===== src/rtl/tag_way_ctrl.sv =====
// Tag-compare and way-select controller for a 4-way set-associative tag store.
// Holds per-set valid and 3-bit tree-PLRU state, compares the four tag-bank
// read words against the captured request tag, and steers the tag mux and
// the tag-bank write enables on hits, misses and refills.
module tag_way_ctrl #(
  parameter int unsigned TAG_W = 20,
  parameter int unsigned SET_W = 4
) (
  input  logic             CLK,
  input  logic             RST_N,
  input  logic             REQ_VALID,
  input  logic [TAG_W-1:0] REQ_TAG,
  input  logic [SET_W-1:0] REQ_SET,
  input  logic [TAG_W-1:0] TAG0,
  input  logic [TAG_W-1:0] TAG1,
  input  logic [TAG_W-1:0] TAG2,
  input  logic [TAG_W-1:0] TAG3,
  input  logic             FILL_DONE,
  input  logic             INV,
  output logic             READY,
  output logic             HIT,
  output logic             MISS,
  output logic [1:0]       SEL,
  output logic [3:0]       WE
);

  localparam int unsigned NSETS = 1 << SET_W;

  typedef enum logic [1:0] {
    S_IDLE,
    S_LOOKUP,
    S_MISS_WAIT
  } state_t;

  state_t                    state_q, state_d;
  logic [TAG_W-1:0]          tag_q, tag_d;
  logic [SET_W-1:0]          set_q, set_d;
  logic [NSETS-1:0][3:0]     valid_q, valid_d;
  logic [NSETS-1:0][2:0]     plru_q, plru_d;
  logic [1:0]                sel_q, sel_d;
  logic                      hit_q, hit_d;
  logic                      miss_q, miss_d;
  logic [3:0]                we_q, we_d;

  logic [3:0]                match;
  logic [3:0]                set_valid;
  logic [2:0]                set_plru;
  logic [1:0]                hit_way;
  logic [1:0]                victim;

  // Tree-PLRU update: point the tree away from the way just touched.
  function automatic logic [2:0] plru_touch(input logic [2:0] b, input logic [1:0] w);
    logic [2:0] r;
    r = b;
    case (w)
      2'd0: begin r[0] = 1'b1; r[1] = 1'b1; end
      2'd1: begin r[0] = 1'b1; r[1] = 1'b0; end
      2'd2: begin r[0] = 1'b0; r[2] = 1'b1; end
      default: begin r[0] = 1'b0; r[2] = 1'b0; end
    endcase
    return r;
  endfunction

  // Tag compare, lowest-index hit way, and victim choice for the captured set.
  always_comb begin
    set_valid = valid_q[set_q];
    set_plru  = plru_q[set_q];
    match[0]  = set_valid[0] && (TAG0 == tag_q);
    match[1]  = set_valid[1] && (TAG1 == tag_q);
    match[2]  = set_valid[2] && (TAG2 == tag_q);
    match[3]  = set_valid[3] && (TAG3 == tag_q);

    hit_way = 2'd0;
    if (match[0])      hit_way = 2'd0;
    else if (match[1]) hit_way = 2'd1;
    else if (match[2]) hit_way = 2'd2;
    else if (match[3]) hit_way = 2'd3;

    victim = 2'd0;
    if (!set_valid[0])      victim = 2'd0;
    else if (!set_valid[1]) victim = 2'd1;
    else if (!set_valid[2]) victim = 2'd2;
    else if (!set_valid[3]) victim = 2'd3;
    else if (!set_plru[0])  victim = set_plru[1] ? 2'd1 : 2'd0;
    else                    victim = set_plru[2] ? 2'd3 : 2'd2;
  end

  // Next-state and registered-output logic for the lookup/refill FSM.
  always_comb begin
    state_d = state_q;
    tag_d   = tag_q;
    set_d   = set_q;
    valid_d = valid_q;
    plru_d  = plru_q;
    sel_d   = sel_q;
    hit_d   = 1'b0;
    miss_d  = 1'b0;
    we_d    = '0;

    case (state_q)
      S_IDLE: begin
        if (REQ_VALID) begin
          tag_d   = REQ_TAG;
          set_d   = REQ_SET;
          state_d = S_LOOKUP;
        end
      end
      S_LOOKUP: begin
        if (|match) begin
          hit_d          = 1'b1;
          sel_d          = hit_way;
          plru_d[set_q]  = plru_touch(set_plru, hit_way);
          state_d        = S_IDLE;
        end else begin
          miss_d  = 1'b1;
          sel_d   = victim;
          state_d = S_MISS_WAIT;
        end
      end
      S_MISS_WAIT: begin
        if (INV) begin
          state_d = S_IDLE;
        end else if (FILL_DONE) begin
          we_d[sel_q]          = 1'b1;
          valid_d[set_q][sel_q] = 1'b1;
          plru_d[set_q]        = plru_touch(set_plru, sel_q);
          state_d              = S_IDLE;
        end
      end
      default: state_d = S_IDLE;
    endcase

    // Applied after the case so a lookup in flight still compares against
    // the pre-clear valid bits while the clear lands on the same edge.
    if (INV) valid_d = '0;
  end

  // State and output registers with asynchronous active-low reset.
  always_ff @(posedge CLK or negedge RST_N) begin
    if (!RST_N) begin
      state_q <= S_IDLE;
      tag_q   <= '0;
      set_q   <= '0;
      valid_q <= '0;
      plru_q  <= '0;
      sel_q   <= '0;
      hit_q   <= 1'b0;
      miss_q  <= 1'b0;
      we_q    <= '0;
    end else begin
      state_q <= state_d;
      tag_q   <= tag_d;
      set_q   <= set_d;
      valid_q <= valid_d;
      plru_q  <= plru_d;
      sel_q   <= sel_d;
      hit_q   <= hit_d;
      miss_q  <= miss_d;
      we_q    <= we_d;
    end
  end

  assign READY = (state_q == S_IDLE);
  assign HIT   = hit_q;
  assign MISS  = miss_q;
  assign SEL   = sel_q;
  assign WE    = we_q;

endmodule


===== config.mk =====
export PLATFORM = sky130hd
export DESIGN_NAME = tag_way_ctrl
export DESIGN_NICKNAME = d
export VERILOG_FILES = /design/src/rtl/tag_way_ctrl.sv
export SDC_FILE = /design/constraint.sdc
export NUM_CORES = 1
export LEC_CHECK = 0
export ABC_CLOCK_PERIOD_IN_PS = 7300
export CAP_MARGIN = 20
export CORE_ASPECT_RATIO = 0.9
export CORE_MARGIN = 3
export CORE_UTILIZATION = 55
export CTS_BUF_LIST = sky130_fd_sc_hd__clkbuf_2
export DETAILED_ROUTE_END_ITERATION = 7
export HOLD_SLACK_MARGIN = 0.06
export PLACE_DENSITY = 0.81
export SETUP_SLACK_MARGIN = 0.1
export SLEW_MARGIN = 20
export SYNTH_ARGS = -nofsm -noshare
export SYNTH_HDL_FRONTEND = slang
export SYNTH_SLANG_ARGS = --single-unit

===== constraint.sdc =====
create_clock -name CLK -period 7.3 [get_ports CLK]
set_input_delay 0.73 -clock CLK [delete_from_list [all_inputs] [get_ports CLK]]
set_output_delay 0.73 -clock CLK [all_outputs]
set_load 0.005 [all_outputs]

Word-level counts from Yosys, hierarchy flattened
Cells that the tools add are included.
- memory bits (read-only): 0
- memories kept: 0
- bits in latches: 0
- output and inout port bits: 9
- register bits: 146
- word-level logic and storage cells: 142
- RAM bits: 0
- input bits: 109
- bitwise logic cells: 1
- eq/ne operators: 15
- shift-type cells: 0
- $lt $le $gt $ge: 4
- multiply operators: 0
- muxes and demuxes: 64
- divide/modulo/power cells: 0
- reductions and logical operators: 19
- $add $sub $neg: 0
- operator list (kind ; count):
    $mux 64 ; 3
    $mux 48 ; 3
    $bwmux 48 ; 2
    $pmux 48 s2 ; 1
    $eq 20x20->1 ; 4
    $or 64x64->64 ; 1
    $mux 2 ; 14
    $mux 1 ; 24
    $mux 4 ; 5
    $bmux 4 s4 ; 1
    $demux 4 s4 ; 1
    $bmux 3 s4 ; 1
    $demux 3 s4 ; 1
    $ne 2x2->1 const B ; 4
    $pmux 1 s2 ; 4
    $eq 2x1->1 const B ; 3
    $eq 2x2->1 const B ; 3
    $logic_and 1x1->1 ; 6
    $logic_not 2->1 ; 3
    $mux 3 ; 2
    $pmux 2 s3 ; 1
    $reduce_and 2->1 ; 3
    $reduce_bool 2->1 ; 3
    $lt 4x5->1 const B ; 1
    other kinds (8) ; 9

Longest topological paths before layout
Gate-level depths: netlist of the first run.
- depth in word-level cells: 15
- mapped depth: 11
- depth with buffers taken out: 7

Worst setup path after synthesis of the first run
OpenSTA, ideal clock, no wires.
- path kind: input-to-reg
- start point: input port TAG3[3]
- end point: register plru_q[10] in the netlist's numbering
- slack: 4.417 ns
- arrival: 2.758 ns
- stages on the path: 9
- setup time: 0.125 ns
- cells stage by stage: xor2_1 > nor4_1 > nand3_1 > or4_4 > buf_6 > a41oi_4 > buf_12 > o21bai_4 > mux2_4
- word-level cells in the longest chain between the ends: 13
- elaborated cells between the ends (all ways): 17
- classes of those cells: 3 x eq/ne; 10 x mux; 4 x reduce/logical
- ends and longest elaborated chain (element ; RTL line ; text):
    from (decl) ; 17 ; input logic [TAG_W-1:0] TAG3,
    $eq 20x20->1 (*) ; 71 ; match[3] = set_valid[3] && (TAG3 == tag_q);
    $logic_and 1x1->1 (*) ; 71 ;
    $mux 2 ; 77 ; else if (match[3]) hit_way = 2'd3;
    $mux 2 ; 76 ; else if (match[2]) hit_way = 2'd2;
    $mux 2 ; 75 ; else if (match[1]) hit_way = 2'd1;
    $mux 2 ; 74 ; if (match[0]) hit_way = 2'd0;
    $eq 2x1->1 or $logic_not 2->1 (tied branches) ; 55 ; case (w)
    $pmux 1 s2 ; 55 ;
    $mux 1 ; 109 ; if (|match) begin
    $mux 1 ; 100 ; case (state_q)
    $bwmux 48 ; 112 ; plru_d[set_q] = plru_touch(set_plru, hit_way);
    $mux 48 ; 109 ;
    $pmux 48 s2 ; 100 ;
    to (signal assigned) ; 155 ; plru_q <= plru_d;
    to (decl) ; 39 ; logic [NSETS-1:0][2:0] plru_q, plru_d;
Mark *: on every way between the ends. The rest lies on a longest branch, timed or not. The select of a mux whose other input is x is not followed.
A chain may end at the register's enable or synchronous reset.

Worst setup path in the final report of the first run
- start point: register set_q[0]
- end point: register plru_q[3] in the netlist's numbering
- word-level cells in the longest chain between the ends: 15
- elaborated cells between the ends (all ways): 30
- classes of those cells: 2 x order compare; 2 x eq/ne; 17 x mux; 9 x reduce/logical
- ends and longest elaborated chain (element ; RTL line ; text):
    from (decl) ; 37 ; logic [SET_W-1:0] set_q, set_d;
    from (signal assigned) ; 153 ; set_q <= set_d;
    $bmux 4 s4 ; 66 ; set_valid = valid_q[set_q];
    $mux 4 (not written as such) ; 66 ;
    $logic_and 1x1->1 ; 71 ;
    $mux 2 ; 77 ;
    $mux 2 ; 76 ;
    $mux 2 ; 75 ;
    $mux 2 ; 74 ;
    $eq 2x1->1 or $logic_not 2->1 (tied branches) ; 55 ;
    $reduce_or 2->1 (no source line) ; n/a ;
    $mux 1 ; 55 ;
    $mux 1 ; 109 ;
    $mux 1 ; 100 ;
    $bwmux 48 ; 112 ;
    $mux 48 ; 109 ;
    $pmux 48 s2 ; 100 ;
Parallel ways exist; a longest one is shown, timed or not. The select of a mux whose other input is x is not followed.

==> run_results.csv, run 1 <==
group,metric,value,unit
status,status,"finished clean",
synth,ys_async_sr_fraction,100,%
grt,gr-total-overflow,0,
synth,syn_avg_cell_area,12.2,µm²
clock_network,clk_pin_slew,0.24,ns
final_layout,drive_gt1_share,19.6,%
timing,clock.fmax,261,MHz
grt,antenna_found_initial,0,
synth,synth_top_family_by_area,"multiplexers",
worst_setup_path,ff2ff_setup_slack,3.48,ns
synth,synth_simple_gate_area_share,5.80,%
clock_network,cts_resized,0,
synth,synth_cells,646,
timing,worstMarginPinSlew,1.00,ns
synth,synth.area.top_cells,"dfrtp_1 (46%), mux2_2 (6.5%), xnor2_1 (5.8%)",
worst_setup_path,cp.arrival,4.42,ns
synth,synthXorXnorAreaFrac,8.86,%
final_layout,final_common_cell,"dfrtp_1",
pwr,p_int,1.68,mW
min_path,hp-class,"primary input to asynchronous set/reset pin",
pwr,pwr-share-seq,45.2,%
pwr,power.clock.fraction,19.9,%
clock_network,clkSinkCount,146,
place,place.port_buffers,117,
pwr,p_leak,3.94,nW
worst_setup_path,reg2reg_depth,8,
final_layout,mostFrequentLayoutCells,"dfrtp_1 (146), clkdlybuf4s50_1 (115), inv_1 (69), o22ai_1 (64), xnor2_1 (52)",
floorplan,dieArea,0.0159,mm²
clock_network,postCtsHoldBufs,1,
clock_network,cts_tree,"yes",
final_layout,fin_util,68.0,%
timing,slew_headroom,32.9,%
timing,fin_crit,3.82,ns
floorplan,coreArea,0.0137,mm²
timing,clock_skew,0.0436,ns
synth,ys_seq_area_share,46.2,%
clock_network,clock_path_buffers,2,
synth,synth_edf_count,0,
worst_setup_path,crit_type,"flop to flop",
grt,grt_first_pass_wirelength,31.6,mm
synth,synth.distinct_cells,50,
pwr,finalPower,2.53,mW
clock_network,htree_levels,4,
worst_setup_path,startpoint_type,"flop",
place,place_congestion,0.890,
detailed_routing,first_iter_violations,613,
floorplan,start_util,57.7,%
synth,synth.area.mux_share,21.1,%
worst_setup_path,endpoint_kind,"flop",
timing,final.period_utilization,52.4,%
worst_setup_path,worstPathRequired,7.89,ns
pwr,power_density,272,mW/mm²
synth,syn_area,0.00791,mm²
grt,grt_pass1_vias,5722,
grt,grt_util_all_layers,25.4,%
place,dpl.hpwl,14.1,mm
timing,setup_violations,0,
pwr,ir_drop,0.184,mV
final_layout,fin_nets,842,
clock_network,cts_made_buffers,17,
timing,grt_setup_unrepaired,"no",
detailed_routing,firstDrtPassIters,5,
final_layout,diodes,0,
synth,synth_seq_cells,146,
floorplan,row_count,40,
synth,synth_fa_ha_area_share,0,%
floorplan,die_w,132,µm
synth,yosys.area.top_type,"dfrtp_1",
clock_network,cts_root_buf,"clkbuf_2",
grt,grt_max_degree,89,
timing,holdWs,0.521,ns
pwr,power_switching,0.849,mW
timing,timing.final.hold_violations,0,
detailed_routing,drt_wl_total,19.7,mm
timing,drv_slew,0,
synth,synth_compound_area_share,10.6,%
synth,synth_ff_type,"dfrtp_1",
synth,ys_warn_count,0,
timing,fin_setup_tns,0,ns
detailed_routing,vias,5505,
worst_setup_path,crit_path_max_fanout,35,
detailed_routing,ant_nets,0,
synth,syn_nets,755,
clock_network,cts_setup_buffers,0,
pwr,switching_share,33.5,%
run,cap_violations,0,
floorplan,ios,118,
pwr,combPwrFrac,34.9,%
detailed_routing,viasPerCell,5.89,
floorplan,fp.dieH,120,µm
detailed_routing,drc_errors,0,
detailed_routing,wire_per_inst,21.1,µm
synth,yosysTopAreaCellShare,46.2,%
final_layout,area_delta_synth_final,17.8,%
clock_network,clk_latency,0.71,ns
final timing paths:
check                         endpoint        from
max                          plru_q[3]    set_q[0]
min                          plru_q[0]       RST_N
max reg2reg                  plru_q[3]    set_q[0]
min reg2reg                 plru_q[44]  plru_q[44]
max in group asynchronous  valid_q[19]       RST_N
min in group CLK            plru_q[44]  plru_q[44]
logic make-up (layout without fill, tap and decap cells):
group,after synthesis,count (layout)
DFF,146,146
buffers and inverters,127,226
muxes,104,104
and+or+nand+nor,84,84
AOI/OAI and AO/OA,105,105
xor gates and xnor gates,80,80
cell usage after synthesis, types with 15 or more instances:
cell / number
buf_2: 15
clkbuf_1: 29
dfrtp_1: 146
inv_1: 69
mux2_2: 46
mux2_4: 27
mux4_1: 15
mux4_2: 15
nand2_1: 22
nand4_1: 16
o22ai_1: 64
xnor2_1: 52
xor2_1: 28
routing by layer:
layer | share of wire (%) | GRT usage (%)
met1 | 44 | 35.4
met2 | 48 | 40.6
met3 | 6.2 | 5.83
met4 | 1.5 | 6.62
met5 | 0 | 0
power groups by stage:
stage	Combinational, mW	Sequential (mW)	Clock, mW
6_report	0.884	1.14	0.504
5_1_grt	0.947	1.16	0.553
4_1_cts	0.884	1.14	0.515
3_5_place_dp	0.879	1.15	0
3_3_place_gp	0.854	1.14	0
2_1_floorplan	0.785	1.02	0
layout make-up:
type,instances,area [µm²]
inverters,69,259
well taps,189,236
clock inverters,11,163
fillers,1008,4390
flip-flops and latches,146,3650
multi-input cells,373,3670
repair buffers,126,1240
clock buffers,20,100
registers in the layout (all words and copies together), names as in the netlist:
signal   flops
HIT          1
MISS         1
SEL          2
WE           4
tag_q       20
state_q      2
plru_q      48
valid_q     64
set_q        4
critical path, stage by stage (launching register included):
cell	delay [ns]
dfrtp_1	0.37
buf_4	0.48
mux4_1	0.65
a22oi_1	0.29
nand2_1	0.18
nand4_1	0.31
a41oi_4	0.50
o21bai_1	0.53
mux2_2	0.38
per-stage QoR:
| stage | setup slack (ns) | cell area, µm² | std cells |
|---|---|---|---|
| after floorplan | 4.42 | 7910 | 646 |
| after global placement | 3.28 | 9040 | 902 |
| after detailed placement | 3.20 | 9040 | 902 |
| after CTS | 3.49 | 9320 | 934 |
| after global routing | 3.33 | 9320 | 934 |
| final | 3.48 | 9320 | 934 |
(Power assumes the default switching activity.)
==> run 2: changes to the inputs <==
--- a/config.mk
+++ b/config.mk
@@ -5,7 +5,7 @@
 export SDC_FILE = /design/constraint.sdc
 export NUM_CORES = 1
 export LEC_CHECK = 0
-export ABC_CLOCK_PERIOD_IN_PS = 7300
+export ABC_CLOCK_PERIOD_IN_PS = 3790
 export CAP_MARGIN = 20
 export CORE_ASPECT_RATIO = 0.9
 export CORE_MARGIN = 3
==> constraint.sdc (replaced) <==
create_clock -name CLK -period 3.79 [get_ports CLK]
set_input_delay 0.379 -clock CLK [delete_from_list [all_inputs] [get_ports CLK]]
set_output_delay 0.379 -clock CLK [all_outputs]
set_load 0.005 [all_outputs]
==> run_results.csv, run 2 (same netlist as run 1, synthesis figures left out) <==
group,metric,value,unit
status,status,"finished clean",
grt,gr-total-overflow,0,
detailed_routing,wire_per_inst,21.4,µm
worst_setup_path,startpoint_type,"flop",
timing,holdWs,0.243,ns
worst_setup_path,endpoint_kind,"flop",
worst_setup_path,startpoint,"set_q[0]",
detailed_routing,firstDrtPassIters,6,
pwr,power_switching,1.68,mW
final_layout,drive_gt1_share,20.7,%
clock_network,clk_pin_slew,0.21,ns
final_layout,largest_register_ffs,64,
timing,setup_violations,0,
pwr,combPwrFrac,35.8,%
grt,use_met2,41.1,%
final_layout,top_regs,"valid_q (64), plru_q (48), tag_q (20)",
final_layout,regArea,0.00365,mm²
pwr,power.clock.fraction,19.3,%
final_layout,regMostFlops,"valid_q",
clock_network,cts_made_buffers,17,
pwr,ir_drop,0.285,mV
final_layout,fillerInstances,993,
worst_setup_path,ff2ff_setup_slack,0.45,ns
final_layout,area_delta_synth_final,18.6,%
worst_setup_path,crit_type,"flop to flop",
timing,fin_crit,3.34,ns
timing,clock_skew,0.0426,ns
pwr,p_leak,3.99,nW
final_layout,multi_input_area,0.00368,mm²
min_path,hp-class,"primary input to flop",
clock_network,clkSinkCount,146,
min_path,min_from,"REQ_TAG[10]",
clock_network,cts_root_buf,"clkbuf_2",
detailed_routing,drc_errors,0,
worst_setup_path,critPathTopFamily,"compound AO/OA/AOI/OAI gates",
place,place.port_buffers,117,
pwr,finalPower,4.89,mW
final_layout,fin_util,68.4,%
detailed_routing,drt_wl_total,20.2,mm
final_layout,fin_area,0.00939,mm²
final_layout,final_common_cell,"dfrtp_1",
timing,worstMarginPinSlew,1.01,ns
place,place_congestion,0.893,
place,dpl.hpwl,14.5,mm
detailed_routing,first_iter_violations,604,
pwr,pwr-share-seq,44.9,%
timing,fin_setup_tns,0,ns
floorplan,die_w,132,µm
grt,grt_busiest_layer,"met2",
pwr,p_int,3.21,mW
timing,clock.fmax,300,MHz
grt,antenna_found_initial,0,
run,cap_violations,0,
grt,met1_usage,36.6,%
clock_network,clk_latency,0.74,ns
clock_network,htree_levels,4,
worst_setup_path,critical_path.cell_chain,"buf_12 > mux4_1 > a22oi_1 > nand2_1 > and4_1 > o31ai_1 > a2bb2oi_2 > mux2_2",
floorplan,coreArea,0.0137,mm²
clock_network,cts_resized,0,
worst_setup_path,path_buf_inv,1,
floorplan,fp.dieH,120,µm
floorplan,start_util,57.7,%
final_layout,diodes,0,
timing,grt_setup_unrepaired,"no",
worst_setup_path,crit_path_max_fanout,35,
worst_setup_path,worstReg2RegStart,"set_q[0]",
clock_network,clock_path_buffers,2,
clock_network,cts_tree,"yes",
worst_setup_path,worstPathRequired,4.44,ns
final_layout,fin_nets,850,
timing,slew_headroom,32.6,%
timing,timing.final.hold_violations,0,
floorplan,ios,118,
grt,grt_util_all_layers,26.4,%
floorplan,dieArea,0.0159,mm²
worst_setup_path,cp_slowest_stage_delay,0.69,ns
detailed_routing,ant_nets,0,
detailed_routing,vias,5536,
pwr,switching_share,34.4,%
timing,final.period_utilization,88.1,%
place,placed_area,0.00912,mm²
pwr,power_density,521,mW/mm²
worst_setup_path,cpMaxStageDelayCell,"a2bb2oi_2",
detailed_routing,viasPerCell,5.87,
worst_setup_path,cp.arrival,3.99,ns
grt,grt_max_degree,111,
grt,met3_usage,7.17,%
final_layout,mostFrequentLayoutCells,"dfrtp_1 (146), clkdlybuf4s50_1 (115), inv_1 (69), o22ai_1 (64), xnor2_1 (52)",
timing,drv_slew,0,
grt,grt_pass1_vias,5838,
grt,grt_first_pass_wirelength,32.6,mm
floorplan,row_count,40,
run 2: repair_timing:
action,in CTS,in global routing
hold endpoints to repair,108,0
hold buffers,1,0
setup buffers,0,0
run 2: power groups by stage:
stage                     clock [mW]  combinational [mW]  sequential [mW]
final                          0.945                1.75             2.20
after global routing            1.03                1.87             2.24
after CTS                      0.962                1.74             2.19
after detailed placement           0                1.73             2.22
after global placement             0                1.68             2.20
after floorplan                    0                1.51             1.96
run 2: cell type report:
| class | instances | share of cell area, % |
|---|---|---|
| Multi-Input combinational cell | 373 | 39.2 |
| Inverter | 69 | 2.76 |
| Sequential cell | 146 | 38.9 |
| Clock inverter | 14 | 1.72 |
| Timing Repair Buffer | 134 | 14.0 |
| Tap cell | 189 | 2.52 |
| Clock buffer | 18 | 0.960 |
run 2: worst paths after layout:
path | end | depth (start not counted)
setup / recovery | plru_q[38] | 8
hold / removal | tag_q[10] | 2
setup reg to reg | plru_q[38] | 8
hold reg to reg | plru_q[39] | 1
max in group asynchronous | valid_q[20] | 3
min in group asynchronous | tag_q[0] | 2
run 2: routing by layer:
| metal | vias to the layer above | share of wire, % |
|---|---|---|
| met5 | - | 0 |
| met4 | 0 | 1.8 |
| met3 | 36 | 7.4 |
| met2 | 253 | 48 |
| met1 | 2769 | 43 |
| li1 | 2478 | - |
run 2: per-stage QoR:
stage,setup WS (ns),std cells
floorplan,1.11,646
global placement,0.375,910
detailed placement,0.292,910
CTS,0.279,943
global route,0.310,943
finish,0.453,943
